==> src/rtl/concessao_pkg.sv <==
// Shared types and constants for the two-interface grant controller.
package concessao_pkg;

  typedef enum logic [2:0] {
    IDLE,
    EVAL,
    GNT0,
    GNT1,
    RELEASE
  } state_t;

  localparam int PERFIL_W     = 3;
  localparam int PERFIL_OUT_W = 2 * PERFIL_W;

  // {a,b,c} carries interface 0's profile, {d,e,f} carries interface 1's
  localparam int PERFIL0_LSB = PERFIL_W;
  localparam int PERFIL1_LSB = 0;

  function automatic logic [PERFIL_OUT_W-1:0] pack_perfil(
    input logic [PERFIL_W-1:0] p0,
    input logic [PERFIL_W-1:0] p1
  );
    logic [PERFIL_OUT_W-1:0] r;
    r = '0;
    r[PERFIL0_LSB +: PERFIL_W] = p0;
    r[PERFIL1_LSB +: PERFIL_W] = p1;
    return r;
  endfunction

endpackage

==> src/rtl/concessao_temporizador.sv <==
// Hold counter for an active grant; flags the last allowed grant cycle.
module concessao_temporizador #(
  parameter int TIMEOUT = 16
) (
  input  logic clk,
  input  logic rst_n,
  input  logic clr,
  input  logic en,
  output logic expired
);

  localparam int CW = (TIMEOUT > 0) ? $clog2(TIMEOUT + 1) : 1;
  localparam logic [CW-1:0] CNT_MAX  = '1;
  localparam logic [CW-1:0] CNT_LAST = CW'((TIMEOUT > 0) ? TIMEOUT - 1 : 0);

  logic [CW-1:0] cnt;

  // Saturating count so a long hold can never wrap back into the expiry value
  always_ff @(posedge clk or negedge rst_n) begin
    if (!rst_n) begin
      cnt <= '0;
    end else if (clr) begin
      cnt <= '0;
    end else if (en && (cnt != CNT_MAX)) begin
      cnt <= cnt + 1'b1;
    end
  end

  assign expired = (TIMEOUT != 0) && (cnt == CNT_LAST);

endmodule

==> src/rtl/concessao_interface.sv <==
// Sequential grant controller: latches profiles for the external priority
// decoder, then issues a held, exclusive grant to one of two interfaces.
module concessao_interface
  import concessao_pkg::*;
#(
  parameter int TIMEOUT = 16
) (
  input  logic                    clk,
  input  logic                    rst_n,
  input  logic                    req0,
  input  logic                    req1,
  input  logic [PERFIL_W-1:0]     perfil0,
  input  logic [PERFIL_W-1:0]     perfil1,
  output logic [PERFIL_OUT_W-1:0] perfil_out,
  input  logic                    prio0,
  input  logic                    prio1,
  input  logic                    done,
  output logic                    gnt0,
  output logic                    gnt1,
  output logic                    busy,
  output logic                    timeout
);

  state_t state;
  logic   last_served;
  logic   tmr_en;
  logic   tmr_clr;
  logic   tmr_expired;
  logic   pick_valid;
  logic   pick0;
  logic   held_req;

  assign tmr_en   = (state == GNT0) || (state == GNT1);
  assign tmr_clr  = !tmr_en;
  assign held_req = (state == GNT0) ? req0 : req1;

  concessao_temporizador #(
    .TIMEOUT(TIMEOUT)
  ) u_temporizador (
    .clk    (clk),
    .rst_n  (rst_n),
    .clr    (tmr_clr),
    .en     (tmr_en),
    .expired(tmr_expired)
  );

  // Ties go to the interface not served last; last_served=1 selects interface 0
  always_comb begin
    pick_valid = req0 || req1;
    pick0      = 1'b0;
    if (req0 && !req1) begin
      pick0 = 1'b1;
    end else if (!req0 && req1) begin
      pick0 = 1'b0;
    end else if (prio0 && !prio1) begin
      pick0 = 1'b1;
    end else if (prio1 && !prio0) begin
      pick0 = 1'b0;
    end else begin
      pick0 = last_served;
    end
  end

  always_ff @(posedge clk or negedge rst_n) begin
    if (!rst_n) begin
      state       <= IDLE;
      perfil_out  <= '0;
      gnt0        <= 1'b0;
      gnt1        <= 1'b0;
      busy        <= 1'b0;
      timeout     <= 1'b0;
      last_served <= 1'b1;
    end else begin
      unique case (state)
        IDLE: begin
          if (req0 || req1) begin
            perfil_out <= pack_perfil(perfil0, perfil1);
            state      <= EVAL;
            busy       <= 1'b1;
          end
        end
        EVAL: begin
          if (!pick_valid) begin
            state <= IDLE;
            busy  <= 1'b0;
          end else if (pick0) begin
            state       <= GNT0;
            gnt0        <= 1'b1;
            last_served <= 1'b0;
          end else begin
            state       <= GNT1;
            gnt1        <= 1'b1;
            last_served <= 1'b1;
          end
        end
        GNT0, GNT1: begin
          // A release in the expiry cycle is a normal end, not a timeout
          if (done || !held_req || tmr_expired) begin
            state   <= RELEASE;
            gnt0    <= 1'b0;
            gnt1    <= 1'b0;
            timeout <= !done && tmr_expired;
          end
        end
        RELEASE: begin
          state   <= IDLE;
          busy    <= 1'b0;
          timeout <= 1'b0;
        end
        default: begin
          state <= IDLE;
          gnt0  <= 1'b0;
          gnt1  <= 1'b0;
          busy  <= 1'b0;
        end
      endcase
    end
  end

endmodule

==> config.mk <==
export PLATFORM = sky130hd
export DESIGN_NAME = concessao_interface
export DESIGN_NICKNAME = d
export VERILOG_FILES = /design/src/rtl/concessao_pkg.sv /design/src/rtl/concessao_temporizador.sv /design/src/rtl/concessao_interface.sv
export SDC_FILE = /design/constraint.sdc
export NUM_CORES = 1
export LEC_CHECK = 0
export CAP_MARGIN = 15
export CORE_MARGIN = 3
export CORE_UTILIZATION = 48
export CTS_CLUSTER_SIZE = 25
export DETAILED_ROUTE_END_ITERATION = 7
export MAX_ROUTING_LAYER = met4
export PLACE_DENSITY_LB_ADDON = 0.2
export SYNTH_ARGS = -nofsm -noshare
export SYNTH_HDL_FRONTEND = slang
export SYNTH_SLANG_ARGS = --single-unit
==> constraint.sdc <==
create_clock -name clk -period 2.8 [get_ports clk]
set_input_delay 0.28 -clock clk [delete_from_list [all_inputs] [get_ports clk]]
set_output_delay 0.28 -clock clk [all_outputs]
set_load 0.02 [all_outputs]
Yosys cells after proc, flatten, opt, wreduce, memory -nomap -nowiden --
Index checks and enable logic that the tools add are counted.
Storage, ports and cells: bits in registers 19, bits of input ports 13, word-level logic and storage cells 76
Operators by class: add/sub/neg operators 1, eq/ne operators 13, mux-type cells 25, bitwise gates (word level) 2, reduce and logical (&&, ||, !) cells 27
Operators with widths (count):
- $mux 1 | 15
- $ne 2x2->1 const B | 7
- $mux 5 | 2
- $pmux 1 s3 | 3
- $pmux 3 s3 | 1
- $reduce_and 2->1 | 4
- $reduce_and 4->1 | 2
- $eq 3x2->1 const B | 2
- $logic_and 1x1->1 | 6
- $logic_not 1->1 | 6
- $mux 3 | 2
- $add 5x1->5 const B | 1
- $eq 5x4->1 const B | 1
- $ne 5x5->1 const B | 1
- $logic_or 1x1->1 | 4
- $reduce_or 2->1 | 2
- $eq 3x1->1 const B | 1
- $eq 3x3->1 const B | 1
- $logic_not 3->1 | 1
- $reduce_and 3->1 | 1
- $mux 2 | 1
- $not 1->1 | 2
- $pmux 1 s2 | 1
- $reduce_bool 2->1 | 1

Longest topological paths before layout --
Gate-level depths: netlist of run 1.
depth in word-level cells 9, depth in mapped cells 7, mapped depth without buffers 7

Modules after synthesis --
A second synthesis of run 1 with hierarchy kept.
Second synthesis, totals: cell total of the unflattened synthesis 83, area, all modules 988.4 um^2
Modules (own cells, without submodules):
- concessao_interface | instances 1, cells an instance 59, area an instance 715.7 um^2, seq. area each 351.6 um^2
- concessao_temporizador | instances 1, cells an instance 24, area an instance 272.8 um^2, seq. area each 125.1 um^2

Worst setup path before layout of run 1 --
No wires, ideal clock.
path kind register to register, from register u_temporizador.cnt[0], to register gnt1, data arrival time 1.883 ns, required time 2.681 ns, path slack 0.798 ns, cell stages (with the launch flop) 8, period minus slack after synthesis 2.002 ns, path through dfrtp_1 -> ha_1 -> and3_1 -> ha_1 -> or4b_1 -> o22ai_2 -> nor2_1 -> o21a_1
On the way: word-level cells in the longest chain between the ends 4
RTL lines:
- from (decl) | RTL line concessao_temporizador.sv:16 | logic [CW-1:0] cnt;
- from (signal assigned) | RTL line concessao_temporizador.sv:25 | cnt <= cnt + 1'b1;
- $eq 5x4->1 | RTL line concessao_temporizador.sv:29 | assign expired = (TIMEOUT != 0) && (cnt == CNT_LAST);
- $logic_or 1x1->1 | RTL line concessao_interface.sv:98 | if (done || !held_req || tmr_expired) begin
- $ne 2x2->1 (no source line)
- $reduce_and 4->1 (no source line)
- to (signal assigned) | RTL line concessao_interface.sv:92 | gnt1 <= 1'b1;
- to (signal assigned) | RTL line concessao_interface.sv:101 | gnt1 <= 1'b0;
- to (signal assigned) | RTL line concessao_interface.sv:113 | gnt1 <= 1'b0;
- to (decl) | RTL line concessao_interface.sv:19 | output logic gnt1,
No other way between the ends. A chain may end at the register's enable or synchronous reset.

Worst setup path after layout of run 1 --
Ends and elaborated chain as after synthesis.

==> metrics.md, run 1 <==
| Metric | Value |
|---|---|
| Hold Vio Cnt, Final | `0` |
| Placer Congestion | `slightly below 0.8` |
| Synth Instances | `between 80 and 90` |
| Diode count | `0` |
| Top_reg_cell synth | `dfrtp_1` |
| Cts bufs inserted | `3` |
| Remaining global-route overflow | `0` |
| Router iterations before antenna repair | `3` |
| Clock network fraction of total power | `0.117` |
| Wire length per cell | `13.80 um` |
| Placed Cells | `between 100 and 150` |
| Syn Area/Cell | `about 11 um^2` |
| Worst-margin pin slew | `around 0.83 ns` |
| Mapped cell area | `a little under 1000 um^2` |
| Sw frac | `0.3756` |
| CP arrival | `2.32 ns` |
| RSZ-0062 raised after global routing | `no` |
| Clock buffer depth | `2` |
| Nets | `roughly 130` |
| Part of the cycle the worst path needs | `0.7608` |
| Int Pwr | `about 0.73 mW` |
| EDFF count, synth | `0` |
| GRT Util Overall | `0.1730` |
| Initial antenna violation count | `0` |
| Synth cell types | `31` |
| Hold Path Class | `input pin to asynchronous set/reset pin` |
| Combinational power share | `0.462` |
| CP Launch Type | `flop` |
| Layout cell share with drive strength beyond 1 | `0.1429` |
| Design Area, Final | `approximately 1300 um^2` |
| Status | `finished, final reports clean` |
| Final TNS setup | `0 ns` |
| Setup violators final | `0` |
| Seq/Total Area, Yosys | `0.4829` |
| Most frequent cells in the layout | `clkdlybuf4s50_1, dfrtp_1, nor2_1` |
| PortBufs | `22` |
| Static Leakage | `0.5315 nW` |
| Largest net degree at the start of global routing | `20` |
| CTS resizes | `0` |
| DRC Markers | `0` |
| Rows | `15` |
| DRT iter0 DRCs | `7` |
| Drt total wl | `between 1500 and 2000 um` |
| Pre-CTS WS | `a little under 0.7 ns` |
| Remaining antenna violation count | `0` |
| CTS sink count | `19` |
| Postcts setup bufs | `0` |
| Effective utilization at floorplan | `0.5367` |
| Post-detail-place hpwl | `1457 um` |
| Vias per cell | `5.336` |
| CTS tree | `done` |
| Area delta synth->final | `26.74%` |
| Most common cell after layout, fill and taps aside | `clkdlybuf4s50_1` |
| Clk Latency, worst-skew pair | `0.29 ns` |
| Fraction of registers with async set or reset after synthesis | `1.000` |
| CTS root buffer | `clkbuf_4` |
| Cell area power density | `between 900 and 1000 nW/um^2` |
| FMAX | `about 470 MHz` |
| Non-filler instance count after layout | `between 100 and 150` |
| Max Slew Vio Count | `0` |
| YS warnings | `0` |
| Setup WS post-layout | `roughly 0.67 ns` |
| Post-route minimum period | `roughly 2.1 ns` |
| Clock Skews | `~0.0065 ns` |
| Chip height | `about 51 um` |
| Max-cap violations | `0` |
| Io pins | `23` |
| First-pass GRT wire length | `around 3300 um` |
| Worst setup path class | `flop to flop` |
| DR vias | `~730` |
| Post-synth net total | `about 110` |
| Core Area | `roughly 1800 um^2` |
| Register bit total from synthesis | `19` |
| Crit path required time | `roughly 3 ns` |
| Seq pwr share | `0.421` |
| Switch Pwr | `roughly 0.44 mW` |
| Die W | `between 50 and 60 um` |
| Hold-fix buffers at CTS | `0` |
| Die area | `roughly 2600 um^2` |
| Worst-path maximum fanout | `4` |
| Worst Setup End Kind | `flop` |
| Slew HR | `0.4460` |
| H-tree levels | `1` |
| Post-placement cell area | `about 1200 um^2` |
| Max VDD drop | `slightly above 600 uV` |
| Clock slew at reported path FFs | `about 0.11 ns` |
| Number of global-route vias before repair | `roughly 770` |
through the flow:
stage,util,total power [mW],hold WS (ns)
after global placement,0.6653,1.022,0.4782
after floorplan,-,0.8380,-0.01559
after detailed placement,0.6653,1.042,0.4863
after global routing,0.6803,1.253,0.4995
after CTS,0.6803,1.183,0.4800
final,0.6803,1.164,0.4514
path summary, 6_finish.rpt:
path | start | end | slack (ns) | cells past startpoint
max in group asynchronous | rst_n | u_temporizador.cnt[1] | 1.83 | 1
max reg2reg | u_temporizador.cnt[0] | gnt1 | 0.67 | 7
min | rst_n | gnt0 | 0.45 | 1
max | u_temporizador.cnt[0] | gnt1 | 0.67 | 7
min reg2reg | gnt0 | gnt0 | 0.51 | 1
min in group clk | gnt0 | gnt0 | 0.51 | 1
layout make-up:
class	count	area [um^2]
inverters	1	3.754
clock buffers	3	22.52
clock inverters	1	5.005
fillers	168	588.1
multi-input cells	66	491.7
repair buffers	22	220.2
well taps	25	31.28
flip-flops and latches	19	476.7
state kept, by name (all words and copies together), names as in the netlist:
| name | flops |
|---|---|
| perfil_out | 6 |
| u_temporizador.cnt | 5 |
| state | 3 |
| busy | 1 |
| gnt0 | 1 |
| gnt1 | 1 |
| last_served | 1 |
| timeout | 1 |
critical path: stages, from the launching register on:
cell and delay [ns]:
dfrtp_1 0.43, ha_1 0.22, and3_1 0.20, ha_1 0.21, or4b_1 0.54, o22ai_2 0.19
nor2_1 0.07, o21a_1 0.18
cells by family after synthesis:
| family | synth area share |
|---|---|
| xor gates and xnor gates | 0.02662 |
| adders and majority gates | 0.03803 |
| and+or+nand+nor | 0.1977 |
| muxes | 0.1001 |
| AOI/OAI and AO/OA | 0.1356 |
| buffers and inverters | 0.01900 |
| DFF | 0.4829 |
synthesized netlist by cell type (3+ instances only):
cell type	number	area [um^2]
a21oi_1	3	15.01
dfrtp_1	18	450.4
nor2b_1	5	31.28
mux2_2	7	78.83
buf_2	3	15.01
ha_1	3	37.54
nand2_1	5	18.77
nor2_1	14	52.55
nand2b_1	3	18.77
power by group through the flow:
| stage | sequential [mW] | combinational, mW | clock (mW) |
|---|---|---|---|
| after floorplan | 0.519 | 0.319 | 0 |
| after global placement | 0.489 | 0.532 | 0 |
| after detailed placement | 0.498 | 0.544 | 0 |
| after CTS | 0.492 | 0.547 | 0.143 |
| after global routing | 0.510 | 0.589 | 0.155 |
| final | 0.490 | 0.538 | 0.136 |
per-layer routing:
| layer | GRT usage | vias up | wire length (um) |
|---|---|---|---|
| li1 | - | 359 | - |
| met1 | 0.1835 | 358 | 780 |
| met2 | 0.3197 | 12 | 1034 |
| met3 | 0.03790 | 2 | 64 |
| met4 | 0.05240 | 0 | 12 |
| met5 | - | - | 0 |
Power figures use the tool's default switching activity.
==> run 2, diff against run 1 <==
--- a/config.mk
+++ b/config.mk
@@ -6,8 +6,9 @@
 export NUM_CORES = 1
 export LEC_CHECK = 0
 export CAP_MARGIN = 15
+export CORE_ASPECT_RATIO = 1.75
 export CORE_MARGIN = 3
-export CORE_UTILIZATION = 48
+export CORE_UTILIZATION = 43
 export CTS_CLUSTER_SIZE = 25
 export DETAILED_ROUTE_END_ITERATION = 7
 export MAX_ROUTING_LAYER = met4
==> constraint.sdc (replaced) <==
create_clock -name clk -period 1.8 [get_ports clk]
set_input_delay 0.18 -clock clk [delete_from_list [all_inputs] [get_ports clk]]
set_output_delay 0.18 -clock clk [all_outputs]
set_load 0.02 [all_outputs]
==> run 2 against run 1 <==
  * The flow now finishes with violations (negative setup slack)
  * Critical path depth did not move
  * Sequential share of layout area is 3.1 points lower
  * Clock power is 59% higher
  * Routed wire length grew 9.5%
  * Worst hold slack got worse by 0.24 ns
  * Maximum frequency increased by 12%
  * Clock skew down 0.0044 ns
  * Via count rose by 7.4%
  * Worst setup slack got worse by 0.78 ns
  * Critical endpoint unchanged
  * Largest power group unchanged
==> metrics.md, run 2 (synthesis results as in run 1) <==
| Metric | Value |
|---|---|
| Status | `finished with violations` |
| Failing checks | `negative setup slack` |
| FMAX | `524.7 MHz (+12%)` |
| CTS root buffer | `clkbuf_4` |
| Clock slew at reported path FFs | `0.11 ns (about the same)` |
| Most frequent cells in the layout | `clkdlybuf4s50_1, dfrtp_1, nor2_1` |
| Design Area, Final | `1364 um^2 (+9.0%)` |
| Remaining global-route overflow | `0 (unchanged)` |
| Hold Vio Cnt, Final | `0 (unchanged)` |
| Remaining antenna violation count | `0 (unchanged)` |
| RSZ-0062 raised after global routing | `yes` |
| DRC Markers | `0 (unchanged)` |
| Layout cell share with drive strength beyond 1 | `0.2520 (+0.1092)` |
| Clk Latency, worst-skew pair | `0.29 ns (about the same)` |
| Hold Path Class | `input pin to asynchronous set/reset pin` |
| Worst-margin pin slew | `0.4332 ns (-0.3952 ns)` |
| CTS resizes | `0 (unchanged)` |
| Max VDD drop | `833.6 uV (+37%)` |
| Max Slew Vio Count | `0 (unchanged)` |
| Part of the cycle the worst path needs | `1.059 (+0.2980)` |
| Post-route minimum period | `1.906 ns (-0.2243 ns)` |
| Worst setup path class | `flop to flop` |
| Worst Setup End Kind | `flop` |
| DR top layer | `met4` |
| CP Cell Sequence | `ha_2, and3_4, ha_4, or4b_4, o22ai_4, nor2_1, o21a_1` |
| Worst-path maximum fanout | `4 (unchanged)` |
| Area delta synth->final | `38.15%` |
| Die area | `2929 um^2 (+11%)` |
| Most common cell after layout, fill and taps aside | `clkdlybuf4s50_1` |
| Clock Skews | `0.002043 ns (-0.004435 ns)` |
| Max-cap violations | `0 (unchanged)` |
| CP Launch Type | `flop` |
| Postcts setup bufs | `2 (+2)` |
| M1 WL | `774 um (-0.77%)` |
| Effective utilization at floorplan | `0.4598 (-0.07694)` |
| Wire length per cell | `14.08 um (+2.0%)` |
| Cell area power density | `1421 nW/um^2 (+53%)` |
| Nets | `140 (+8.5%)` |
| FILL cells | `188 (+12%)` |
| Crit path required time | `1.99 ns (-1.00 ns)` |
| CTS sink count | `19 (unchanged)` |
| Routed wl met3 | `45 um (-30%)` |
| CP arrival | `2.10 ns (-0.22 ns)` |
| Area of the multi-input gates | `523.0 um^2 (+6.4%)` |
| Drt total wl | `2070 um (+9.5%)` |
| Met2 routed WL | `1232 um (+19%)` |
| Top reg by flops | `perfil_out` |
| Vias per cell | `5.340 (about the same)` |
| Register area | `476.7 um^2 (unchanged)` |
| Diode count | `0 (unchanged)` |
| Static Leakage | `0.5868 nW (+10%)` |
| Post-detail-place hpwl | `1637 um (+12%)` |
| Placer Congestion | `0.7277 (-6.5%)` |
| Io pins | `23 (unchanged)` |
| Clock buffer depth | `2 (unchanged)` |
| Setup WS post-layout | `-0.1059 ns (-0.7757 ns)` |
| Hold-fix buffers at CTS | `0 (unchanged)` |
| GRT Util Overall | `0.1687 (-0.004301)` |
| Pre-CTS WS | `-0.1016 ns (-0.7796 ns)` |
| DRT iter0 DRCs | `9 (+2)` |
| CP max stage cell | `or4b_4` |
| Core Area | `2147 um^2 (+17%)` |
| Die W | `42.22 um (-18%)` |
| Initial antenna violation count | `0 (unchanged)` |
| Post-placement cell area | `1321 um^2 (+8.0%)` |
| Rows | `22 (+7)` |
| Chip height | `69.39 um (+35%)` |
| Max stage delay on crit path | `0.50 ns (-0.04 ns)` |
| Router iterations before antenna repair | `4 (+1)` |
| PortBufs | `22 (unchanged)` |
| Slew HR | `0.7090 (+0.2630)` |
| H-tree levels | `1 (unchanged)` |
| Cts bufs inserted | `3 (unchanged)` |
| Setup violators final | `3 (+3)` |
| CTS tree | `done` |
| Max reg flops | `6 (unchanged)` |
| Number of global-route vias before repair | `902 (+18%)` |
| Largest net degree at the start of global routing | `20 (unchanged)` |
| Largest regs | `perfil_out (6), u_temporizador.cnt (5), state (3)` |
| DR vias | `785 (+7.4%)` |
| First-pass GRT wire length | `3795 um (+14%)` |
run 2: changes by cell type in the layout (fill, tap and decap cells not counted):
cell | before | now
o22ai_4 | 0 | 1
and3_4 | 0 | 1
buf_4 | 0 | 11
and3_1 | 1 | 0
o22ai_2 | 1 | 0
ha_1 | 3 | 1
ha_2 | 0 | 1
or4b_4 | 0 | 1
or4b_1 | 1 | 0
ha_4 | 0 | 1
run 2: path summary, 6_finish.rpt:
kind	depth (start not counted)	slack, ns	startpoint	to
worst min register to register	1	0.52	gnt0	gnt0
max in group asynchronous	2	1.32	rst_n	last_served
worst max register to register	7	-0.11	u_temporizador.cnt[1]	gnt1
worst min-delay path	2	0.21	rst_n	busy
min in group clk	2	0.50	perfil0[1]	perfil_out[4]
worst max-delay path	7	-0.11	u_temporizador.cnt[1]	gnt1
run 2: cell type report:
class / instances / share of cell area
multi-input cells: 66 / 0.3835
flip-flops and latches: 19 / 0.3495
repair buffers: 33 / 0.2220
well taps: 24 / 0.02202
clock buffers: 3 / 0.01651
clock inverters: 1 / 0.003670
inverters: 1 / 0.002752
run 2: stage by stage:
| stage | power (mW) | utilization | setup TNS (ns) | hold WS, ns | cells |
|---|---|---|---|---|---|
| finish | 1.938 | 0.6352 | -0.2514 | 0.2147 | 147 |
| global route | 2.084 | 0.6352 | -0.4047 | 0.2286 | 147 |
| CTS | 1.965 | 0.6352 | -0.2524 | 0.2180 | 147 |
| detailed placement | 1.727 | 0.6154 | -0.1990 | 0.4955 | 141 |
| global placement | 1.690 | 0.6154 | -0.08456 | 0.4902 | 141 |
| floorplan | 1.333 | - | -0.07881 | -0.1156 | 89 |
run 2: power by group:
group	total [mW]	switching [mW]	internal, mW
Clock	0.216	0.133	0.0826
Combinational	0.990	0.443	0.547
Sequential	0.732	0.144	0.588
run 2: metal layers:
layer  vias up  GRT usage
met3         2    0.02597
met5         -          -
li1        384          -
met2         8     0.3243
met1       391     0.1572
met4         0    0.06574
run 2: critical path, delay by kind of cell (launching register included):
| kind | cells | cell delay [ns] |
|---|---|---|
| flops | 1 | 0.40 |
| fa+ha+maj | 2 | 0.34 |
| compound gates | 2 | 0.33 |
| simple gates | 3 | 0.75 |
